## config.mk

```make
export PLATFORM = sky130hd
export DESIGN_NAME = vec_feeder
export DESIGN_NICKNAME = d
export VERILOG_FILES = /design/src/rtl/vec_feeder.sv
export SDC_FILE = /design/constraint.sdc
export NUM_CORES = 1
export LEC_CHECK = 0
export BUFFER_PORTS_ARGS = -buffer_cell sky130_fd_sc_hd__buf_2
export CAP_MARGIN = 30
export CORE_ASPECT_RATIO = 1.4
export CORE_MARGIN = 2
export CORE_UTILIZATION = 49
export DETAILED_ROUTE_END_ITERATION = 8
export PLACE_DENSITY = 0.78
export SYNTH_ARGS = -nofsm -noshare
export SYNTH_HDL_FRONTEND = slang
export SYNTH_SLANG_ARGS = --single-unit
```

## constraint.sdc

```tcl
create_clock -name clk -period 1.9 [get_ports clk]
set_input_delay 0.285 -clock clk [delete_from_list [all_inputs] [get_ports clk]]
set_output_delay 0.285 -clock clk [all_outputs]
set_load 0.01 [all_outputs]
```

## src/rtl/vec_feeder.sv

```systemverilog
// Sequential front-end for the 4-element dot-product core: packs operand pairs into A/B registers,
// captures the core result and returns it on a valid/ready port. Optional: VEC_FEEDER_LAST_EN.
module vec_feeder #(
    parameter int unsigned BITS_NUM = 4
) (
    input  logic                  clk,
    input  logic                  rst_n,
    input  logic                  in_valid,
    output logic                  in_ready,
    input  logic [BITS_NUM-1:0]   in_a,
    input  logic [BITS_NUM-1:0]   in_b,
`ifdef VEC_FEEDER_LAST_EN
    input  logic                  in_last,
`endif
    output logic [BITS_NUM-1:0]   vec_a1,
    output logic [BITS_NUM-1:0]   vec_a2,
    output logic [BITS_NUM-1:0]   vec_a3,
    output logic [BITS_NUM-1:0]   vec_a4,
    output logic [BITS_NUM-1:0]   vec_b1,
    output logic [BITS_NUM-1:0]   vec_b2,
    output logic [BITS_NUM-1:0]   vec_b3,
    output logic [BITS_NUM-1:0]   vec_b4,
    input  logic [2*BITS_NUM+1:0] dp_result,
    output logic                  out_valid,
    input  logic                  out_ready,
    output logic [2*BITS_NUM+1:0] out_data
);

    typedef enum logic [1:0] {StFill, StLaunch, StHold} state_e;

    state_e                  state_q, state_d;
    logic [1:0]              idx_q, idx_d;
    logic [BITS_NUM-1:0]     vec_a_q [4];
    logic [BITS_NUM-1:0]     vec_a_d [4];
    logic [BITS_NUM-1:0]     vec_b_q [4];
    logic [BITS_NUM-1:0]     vec_b_d [4];
    logic [2*BITS_NUM+1:0]   out_data_q, out_data_d;
    logic                    out_valid_q, out_valid_d;
    logic                    last_pair;

`ifdef VEC_FEEDER_LAST_EN
    // A short vector launches early; untouched slots still hold their cleared zeros.
    assign last_pair = (idx_q == 2'd3) || in_last;
`else
    assign last_pair = (idx_q == 2'd3);
`endif

    always_comb begin
        state_d     = state_q;
        idx_d       = idx_q;
        vec_a_d     = vec_a_q;
        vec_b_d     = vec_b_q;
        out_data_d  = out_data_q;
        out_valid_d = out_valid_q;
        in_ready    = 1'b0;
        unique case (state_q)
            StFill: begin
                in_ready = 1'b1;
                if (in_valid) begin
                    vec_a_d[idx_q] = in_a;
                    vec_b_d[idx_q] = in_b;
                    idx_d          = idx_q + 2'd1;
                    if (last_pair) begin
                        state_d = StLaunch;
                    end
                end
            end
            StLaunch: begin
                // Core has had a full cycle to settle on the registered operands.
                out_data_d  = dp_result;
                out_valid_d = 1'b1;
                state_d     = StHold;
            end
            StHold: begin
                if (out_ready) begin
                    out_valid_d = 1'b0;
                    idx_d       = 2'd0;
                    vec_a_d     = '{default: '0};
                    vec_b_d     = '{default: '0};
                    state_d     = StFill;
                end
            end
            default: begin
                state_d = StFill;
            end
        endcase
    end

    always_ff @(posedge clk or negedge rst_n) begin
        if (!rst_n) begin
            state_q     <= StFill;
            idx_q       <= 2'd0;
            vec_a_q     <= '{default: '0};
            vec_b_q     <= '{default: '0};
            out_data_q  <= '0;
            out_valid_q <= 1'b0;
        end else begin
            state_q     <= state_d;
            idx_q       <= idx_d;
            vec_a_q     <= vec_a_d;
            vec_b_q     <= vec_b_d;
            out_data_q  <= out_data_d;
            out_valid_q <= out_valid_d;
        end
    end

    assign vec_a1    = vec_a_q[0];
    assign vec_a2    = vec_a_q[1];
    assign vec_a3    = vec_a_q[2];
    assign vec_a4    = vec_a_q[3];
    assign vec_b1    = vec_b_q[0];
    assign vec_b2    = vec_b_q[1];
    assign vec_b3    = vec_b_q[2];
    assign vec_b4    = vec_b_q[3];
    assign out_data  = out_data_q;
    assign out_valid = out_valid_q;

endmodule

```

---- After elaboration in Yosys (flattened, before gate mapping) ----
Cells that the tools add are included.
cells by class
  $add $sub $neg .......................... 1
  magnitude comparators ................... 2
  eq/ne operators ......................... 6
  multiplexer cells ....................... 18
  bitwise logic cells ..................... 1
  reduce and logical (&&, ||, !) cells .... 7
operator list
  cell                 number
  $pmux 16 s2          2
  $mux 16              3
  $bwmux 16            2
  $demux 4 s2          1
  $mux 2               4
  $ne 2x2->1 const B   3
  $pmux 2 s3           1
  $reduce_and 3->1     2
  $eq 2x2->1 const B   2
  $mux 4               1
  $pmux 2 s2           1
  $reduce_bool 2->1    2
  $ge 3x3->1 const B   1
  $lt 3x1->1 const B   1
  $not 2->3            1
  $add 2x1->2 const B  1
  $eq 2x1->1 const B   1
  $logic_not 2->1      1
  $mux 1               2
  $pmux 1 s2           1
  $reduce_and 2->1     1
  $logic_and 1x1->1    1
word-level totals
  register bits ........................... 47
  input bits .............................. 22
  word-level logic and storage cells ...... 47

---- Logic depth before layout (Yosys ltp) ----
Gate-level depths: netlist of the first run.
  depth in word-level cells ............... 8
  mapped depth ............................ 6
  gate-level depth less buffers ........... 5

---- Worst setup path after synthesis of the first run ----
OpenSTA, ideal clock, no wires.
  path type ............................... register -> register
  start point ............................. reg idx_q[0]
  end point ............................... reg vec_a_q, in the netlist vec_a4[0]
  data arrival time ....................... 1.323 ns
  setup slack ............................. 0.456 ns
  cell stages (with the launch flop) ...... 6
  buffers on the path ..................... 1
  cells stage by stage .................... dfrtp_1 > ha_1 > and4bb_4 > and2_1 > buf_4 > a22o_1
on the way
  longest elaborated chain between the ends .. 8
  elaborated cells between the ends (all ways) .. 9
RTL lines
  item                                                                   RTL line  RTL
  start: declaration                                                     32        logic [1:0] idx_q, idx_d;
  start signal: assignment                                               99        idx_q <= idx_d;
  $not 2->3 (implied by the code) (*)                                    60        vec_a_d[idx_q] = in_a;
  $ge 3x3->1 (implied by the code) / $lt 3x1->1 (equally long branches)  60
  $logic_and 1x1->1 (implied by the code)                                60
  $mux 4 (implied by the code)                                           60
  $demux 4 s2 (*)                                                        60
  $bwmux 16 (*)                                                          60
  $mux 16 (*)                                                            59        if (in_valid) begin
  $pmux 16 s2 (*)                                                        56        unique case (state_q)
  end signal: assignment                                                 100       vec_a_q <= vec_a_d;
  end: declaration                                                       33        logic [BITS_NUM-1:0] vec_a_q [4];
Mark *: on every way between the ends. The rest lies on a longest branch, timed or not. The select of a mux whose other input is x is not followed.
A chain may end at the register's enable or synchronous reset.

---- Worst setup path after layout of the first run ----
  start point ............................. reg idx_q[0]
  end point ............................... reg vec_a_q, in the netlist vec_a1[1]
Same word-level chain as after synthesis.

==> results_dict.tcl, run 1 <==
set metrics [dict create \
    fin_ws_ns 0.261 \
    via_per_inst 5.69 \
    rrSetupSlack_ns 0.26 \
    synth_common_cells "dfrtp_1, a22o_1, mux2_2" \
    cp-start-kind "register" \
    die_x_um 56.9 \
    wl_mm 4.28 \
    crit_required_ns 2.09 \
    grt_usage_pct 20.5 \
    ys_ff_latch 47 \
    drv_slew 0 \
    ios 66 \
    async_flop_share_pct 100 \
    drv_cap 0 \
    final_cells 242 \
    fin_crit_sh_pct 86.2 \
    power.total_mw 4.04 \
    core_area_um2 3710 \
    reg2reg_from "idx_q[0]" \
    fillers 295 \
    htreeDepth 2 \
    grt_pass1_vias 1469 \
    cp_max_fo 9 \
    clock-skew-final_ns 0.0138 \
    hold_class "primary input to register" \
    path_class "register to register" \
    synth.avg_cell_area_um2 14.8 \
    holdBufCountCts 1 \
    place_inst 233 \
    synthesis.instances 130 \
    dpl_worst_slack_ns 0.262 \
    cts.sinks 47 \
    routedWlPerCell_um 17.7 \
    synthTopCellsByArea "dfrtp_1, a22o_1, mux2_2" \
    yosysSeqAreaShare_pct 61.3 \
    ctsResizeCount 0 \
    core.rowCount 26 \
    grt_pass1_wl_mm 7.02 \
    synth_warnings 0 \
    drtPass1Iterations 4 \
    antenna_found_initial 0 \
    synth_top_area_cell "dfrtp_1" \
    final_hold_viol_count 0 \
    drc 0 \
    seq_area_um2 1180 \
    netlist_area_um2 1920 \
    holdPathStages 2 \
    ctsLongestPathBuffers 2 \
    critPathLaunch "idx_q[0]" \
    crit_arrival_ns 1.83 \
    cts_buffers 5 \
    portBuffers 65 \
    post-synth-top-count-cell "dfrtp_1" \
    synthToLayoutAreaGrowth_pct 24.4 \
    grt_start_max_net_pins 22 \
    finalCriticalPeriod_ns 1.64 \
    max-slew-margin-rel_pct 67.1 \
    worst_pin_slew_ns 0.493 \
    rsz0062_at_grt "no" \
    routabilityCongestion 0.825 \
    fp.dieH_um 78.0 \
    multiInputGateArea_um2 669 \
    yosys.area.top_type_share_pct 61.3 \
    ys_dominant_reg_cell "dfrtp_1" \
    min_to "out_data[9]" \
    drtIter0Drc 39 \
    clk_latency_ns 0.31 \
    rr_worst_depth 5 \
    globalRoute.totalOverflow 0 \
    synthesis.nets 157 \
    yosysUniqueCellTypes 22 \
    vias 1377 \
    pwr_density_cell_nw_per_um2 1690 \
    setup_tns_ns 0 \
    setup_viol_count_final 0 \
    fmax_mhz 610 \
    synth_edf_count 0 \
    layout-drive-gt1-share_pct 46.0 \
    hold_start "dp_result[9]" \
    ant_nets 0 \
    cts_tree "done" \
    irDropWorstVdd_uv 916 \
    cts-root-buf "clkbuf_8" \
    die_area_um2 4440 \
    initial_core_util_pct 51.7 \
    final_nets 226 \
    place.detailed.hpwl_mm 3.25 \
    diodes 0 \
    post_cts_buffers 0 \
    run_status "finished clean" \
    clk_pin_slew_ns 0.09 \
    p_leak_nw 1.28 \
    end_kind "register" \
    worstReg2RegEnd "vec_a1[1]" \
]
==> stage by stage <==
stage / area [um2] / util, % / hold WS [ns]
after floorplan: 1920 / - / -0.0106
after global placement: 2260 / 61.0 / 0.255
after detailed placement: 2260 / 61.0 / 0.259
after CTS: 2390 / 64.3 / 0.204
after global routing: 2390 / 64.3 / 0.209
final: 2390 / 64.3 / 0.207
==> cells in the final DEF, fill, tap and decap left out, drive strengths merged <==
cell,n
a22o,32
clkbuf,5
dfrtp,47
a21o,1
mux2,10
bufinv,1
a21oi,2
dlygate4sd3,1
and4bb,4
nand2,1
ha,5
and3b,1
nor2b,2
a31oi,1
o21ai,4
clkinvlp,1
inv,5
and2,1
buf,68
nor2,7
mux2i,1
==> power breakdown <==
part / switching (mW) / internal, mW / total (mW)
clock network: 0.355 / 0.396 / 0.752
logic: 0.796 / 0.776 / 1.57
registers: 0.285 / 1.43 / 1.71
total: 1.44 / 2.60 / 4.04
==> state kept, by name, summed over array words and instances (netlist names) <==
name       cells
out_data      10
vec_a1         4
vec_a2         4
vec_a3         4
vec_a4         4
vec_b1         4
vec_b2         4
vec_b3         4
vec_b4         4
idx_q          2
state_q        2
out_valid      1
==> critical path, cell delays in order, from the launching register on <==
cell and delay (ns):
dfrtp_1 0.46, inv_1 0.11, ha_1 0.14, and4bb_1 0.46, nor2_4 0.14, a22o_1 0.22
==> cell type report <==
| cell class | instances | share of cell area [%] |
|---|---|---|
| Clock buffer | 5 | 2.88 |
| Multi-Input combinational cell | 72 | 28.1 |
| Tap cell | 42 | 2.20 |
| Sequential cell | 47 | 49.3 |
| Inverter | 4 | 0.629 |
| Clock inverter | 3 | 1.94 |
| Timing Repair Buffer | 69 | 15.0 |
==> cells by family after synthesis <==
| kind of cell | count (synthesis) | share of synthesized area, % |
|---|---|---|
| muxes | 11 | 6.39 |
| adders and majority gates | 5 | 3.26 |
| DFF | 47 | 61.3 |
| AOI/OAI and AO/OA | 40 | 16.9 |
| and+or+nand+nor | 16 | 8.35 |
| buffers and inverters | 11 | 3.78 |
==> how the worst max path moves through the flow <==
stage                end  slack, ns  cells after the start
2_1_floorplan  vec_a4[0]       0.46                      5
3_3_place_gp   vec_b1[3]       0.34                      5
3_5_place_dp   vec_a1[1]       0.26                      5
4_1_cts        vec_a1[1]       0.25                      5
5_1_grt        vec_a1[1]       0.17                      5
6_report       vec_a1[1]       0.26                      5
==> per-layer routing <==
metal,vias up,share of wire (%),global-route usage [%]
met4,0,1.4,7.67
met1,684,39,23.6
met5,-,0,0
met2,66,52,35.9
met3,7,7.7,5.93
li1,620,-,-
Power figures use the tool's default switching activity.
==> run 2: changes to the inputs <==
--- a/config.mk
+++ b/config.mk
@@ -11,7 +11,7 @@
 export CORE_MARGIN = 2
 export CORE_UTILIZATION = 49
 export DETAILED_ROUTE_END_ITERATION = 8
-export PLACE_DENSITY = 0.78
+export PLACE_DENSITY = 0.87
 export SYNTH_ARGS = -nofsm -noshare
 export SYNTH_HDL_FRONTEND = slang
 export SYNTH_SLANG_ARGS = --single-unit
==> results_dict.tcl, run 2 (synthesized netlist as in run 1, its figures left out) <==
set metrics [dict create \
    final_hold_viol_count 0 \
    place.detailed.hpwl_mm 2.95 \
    drv_cap 0 \
    grt_start_max_net_pins 48 \
    largest_register_ffs 10 \
    setup_viol_count_final 0 \
    cts_tree "done" \
    rr_worst_depth 5 \
    portBuffers 65 \
    routedWlPerCell_um 16.5 \
    vias 1378 \
    die_x_um 56.9 \
    synthToLayoutAreaGrowth_pct 25.2 \
    fmax_mhz 614 \
    drtIter0Drc 67 \
    antenna_found_initial 0 \
    rsz0062_at_grt "no" \
    ctsLongestPathBuffers 2 \
    grt_pass1_vias 1372 \
    cts-root-buf "clkbuf_8" \
    globalRoute.totalOverflow 0 \
    pwr_density_cell_nw_per_um2 1720 \
    core_area_um2 3710 \
    holdBufCountCts 0 \
    final_util_pct 64.7 \
    fin_ws_ns 0.271 \
    clk_latency_ns 0.30 \
    cts_buffers 5 \
    irDropWorstVdd_uv 1100 \
    drc 0 \
    path_class "register to register" \
    grt_usage_pct 20.0 \
    layout_commonest_cell "buf_2" \
    power.total_mw 4.12 \
    fin_crit_sh_pct 85.7 \
    cp-start-kind "register" \
    via_per_inst 5.69 \
    clk_pin_slew_ns 0.09 \
    fillers 301 \
    cts.sinks 47 \
    worst_pin_slew_ns 0.556 \
    diodes 0 \
    max-slew-margin-rel_pct 62.9 \
    drtPass1Iterations 4 \
    fp.dieH_um 78.0 \
    wl_mm 3.99 \
    routabilityCongestion 0.752 \
    crit_arrival_ns 1.81 \
    hold_slack_ns 0.0521 \
    die_area_um2 4440 \
    ant_nets 0 \
    end_kind "register" \
    layout-drive-gt1-share_pct 46.0 \
    cp_max_fo 9 \
    drv_slew 0 \
    setup_tns_ns 0 \
    core.rowCount 26 \
    dpl_worst_slack_ns 0.298 \
    rrSetupSlack_ns 0.27 \
    grt_pass1_wl_mm 6.75 \
    clock-skew-final_ns 0.00642 \
    hold_class "primary input to asynchronous set/reset pin" \
    run_status "finished clean" \
    ctsResizeCount 0 \
    final_nets 226 \
    finalCriticalPeriod_ns 1.63 \
    ios 66 \
    initial_core_util_pct 51.7 \
    worstReg2RegEnd "vec_b3[0]" \
    reg2reg_from "idx_q[0]" \
    p_leak_nw 1.29 \
    layout_common_cells "buf_2, dfrtp_1, a22o_1, mux2_2" \
    post_cts_buffers 0 \
    htreeDepth 2 \
    crit_required_ns 2.09 \
]
-- run 2: changes by cell type in the layout (fill, tap and decap cells not counted) --
| cell | before | now |
|---|---|---|
| clkbuf_1 | 0 | 1 |
| dlygate4sd3_1 | 1 | 0 |
| bufinv_16 | 1 | 2 |
| buf_4 | 3 | 4 |
| inv_6 | 1 | 0 |
| clkinvlp_4 | 1 | 0 |
-- run 2: report_power, final --
group,internal [mW],leakage [nW],switching (mW)
logic,0.786,0.623,0.765
clock network,0.526,0.0654,0.331
registers,1.43,0.601,0.285
total,2.74,1.29,1.38
-- run 2: layout make-up --
class | instances | area (um2) | share of cell area (%)
multi-input combinational | 72 | 669 | 27.9
sequential | 47 | 1180 | 49.0
clock buffer | 6 | 72.6 | 3.02
clock inverter | 2 | 60.1 | 2.50
tap | 42 | 52.6 | 2.19
inverter | 4 | 15.0 | 0.625
timing repair buffer | 69 | 355 | 14.8
-- run 2: how the worst max path moves through the flow --
stage / start / end / cells after the start
after floorplan: idx_q[0] / vec_a4[0] / 5
after global placement: idx_q[0] / vec_b3[0] / 5
after detailed placement: idx_q[0] / vec_b3[2] / 5
after CTS: idx_q[0] / vec_b3[0] / 5
after global routing: idx_q[0] / vec_b3[0] / 5
final: idx_q[0] / vec_b3[0] / 5
-- run 2: per-layer routing --
layer	global-route usage (%)	part of all wire, %	up-vias
met5	0	0	-
met4	6.28	0.90	0
met3	8.40	10	4
met2	31.5	48	76
met1	25.2	41	681
li1	-	-	617
-- run 2: per-stage QoR --
step | cell area [um2] | std cells
floorplan | 1920 | 130
CTS | 2400 | 242
global placement | 2270 | 234
global route | 2400 | 242
finish | 2400 | 242
detailed placement | 2270 | 234
-- run 2: critical path, stage by stage, from the launching register on --
cell	delay (ns)
dfrtp_1	0.45
inv_1	0.11
ha_1	0.14
and4bb_1	0.53
nor2_8	0.08
a22o_1	0.20
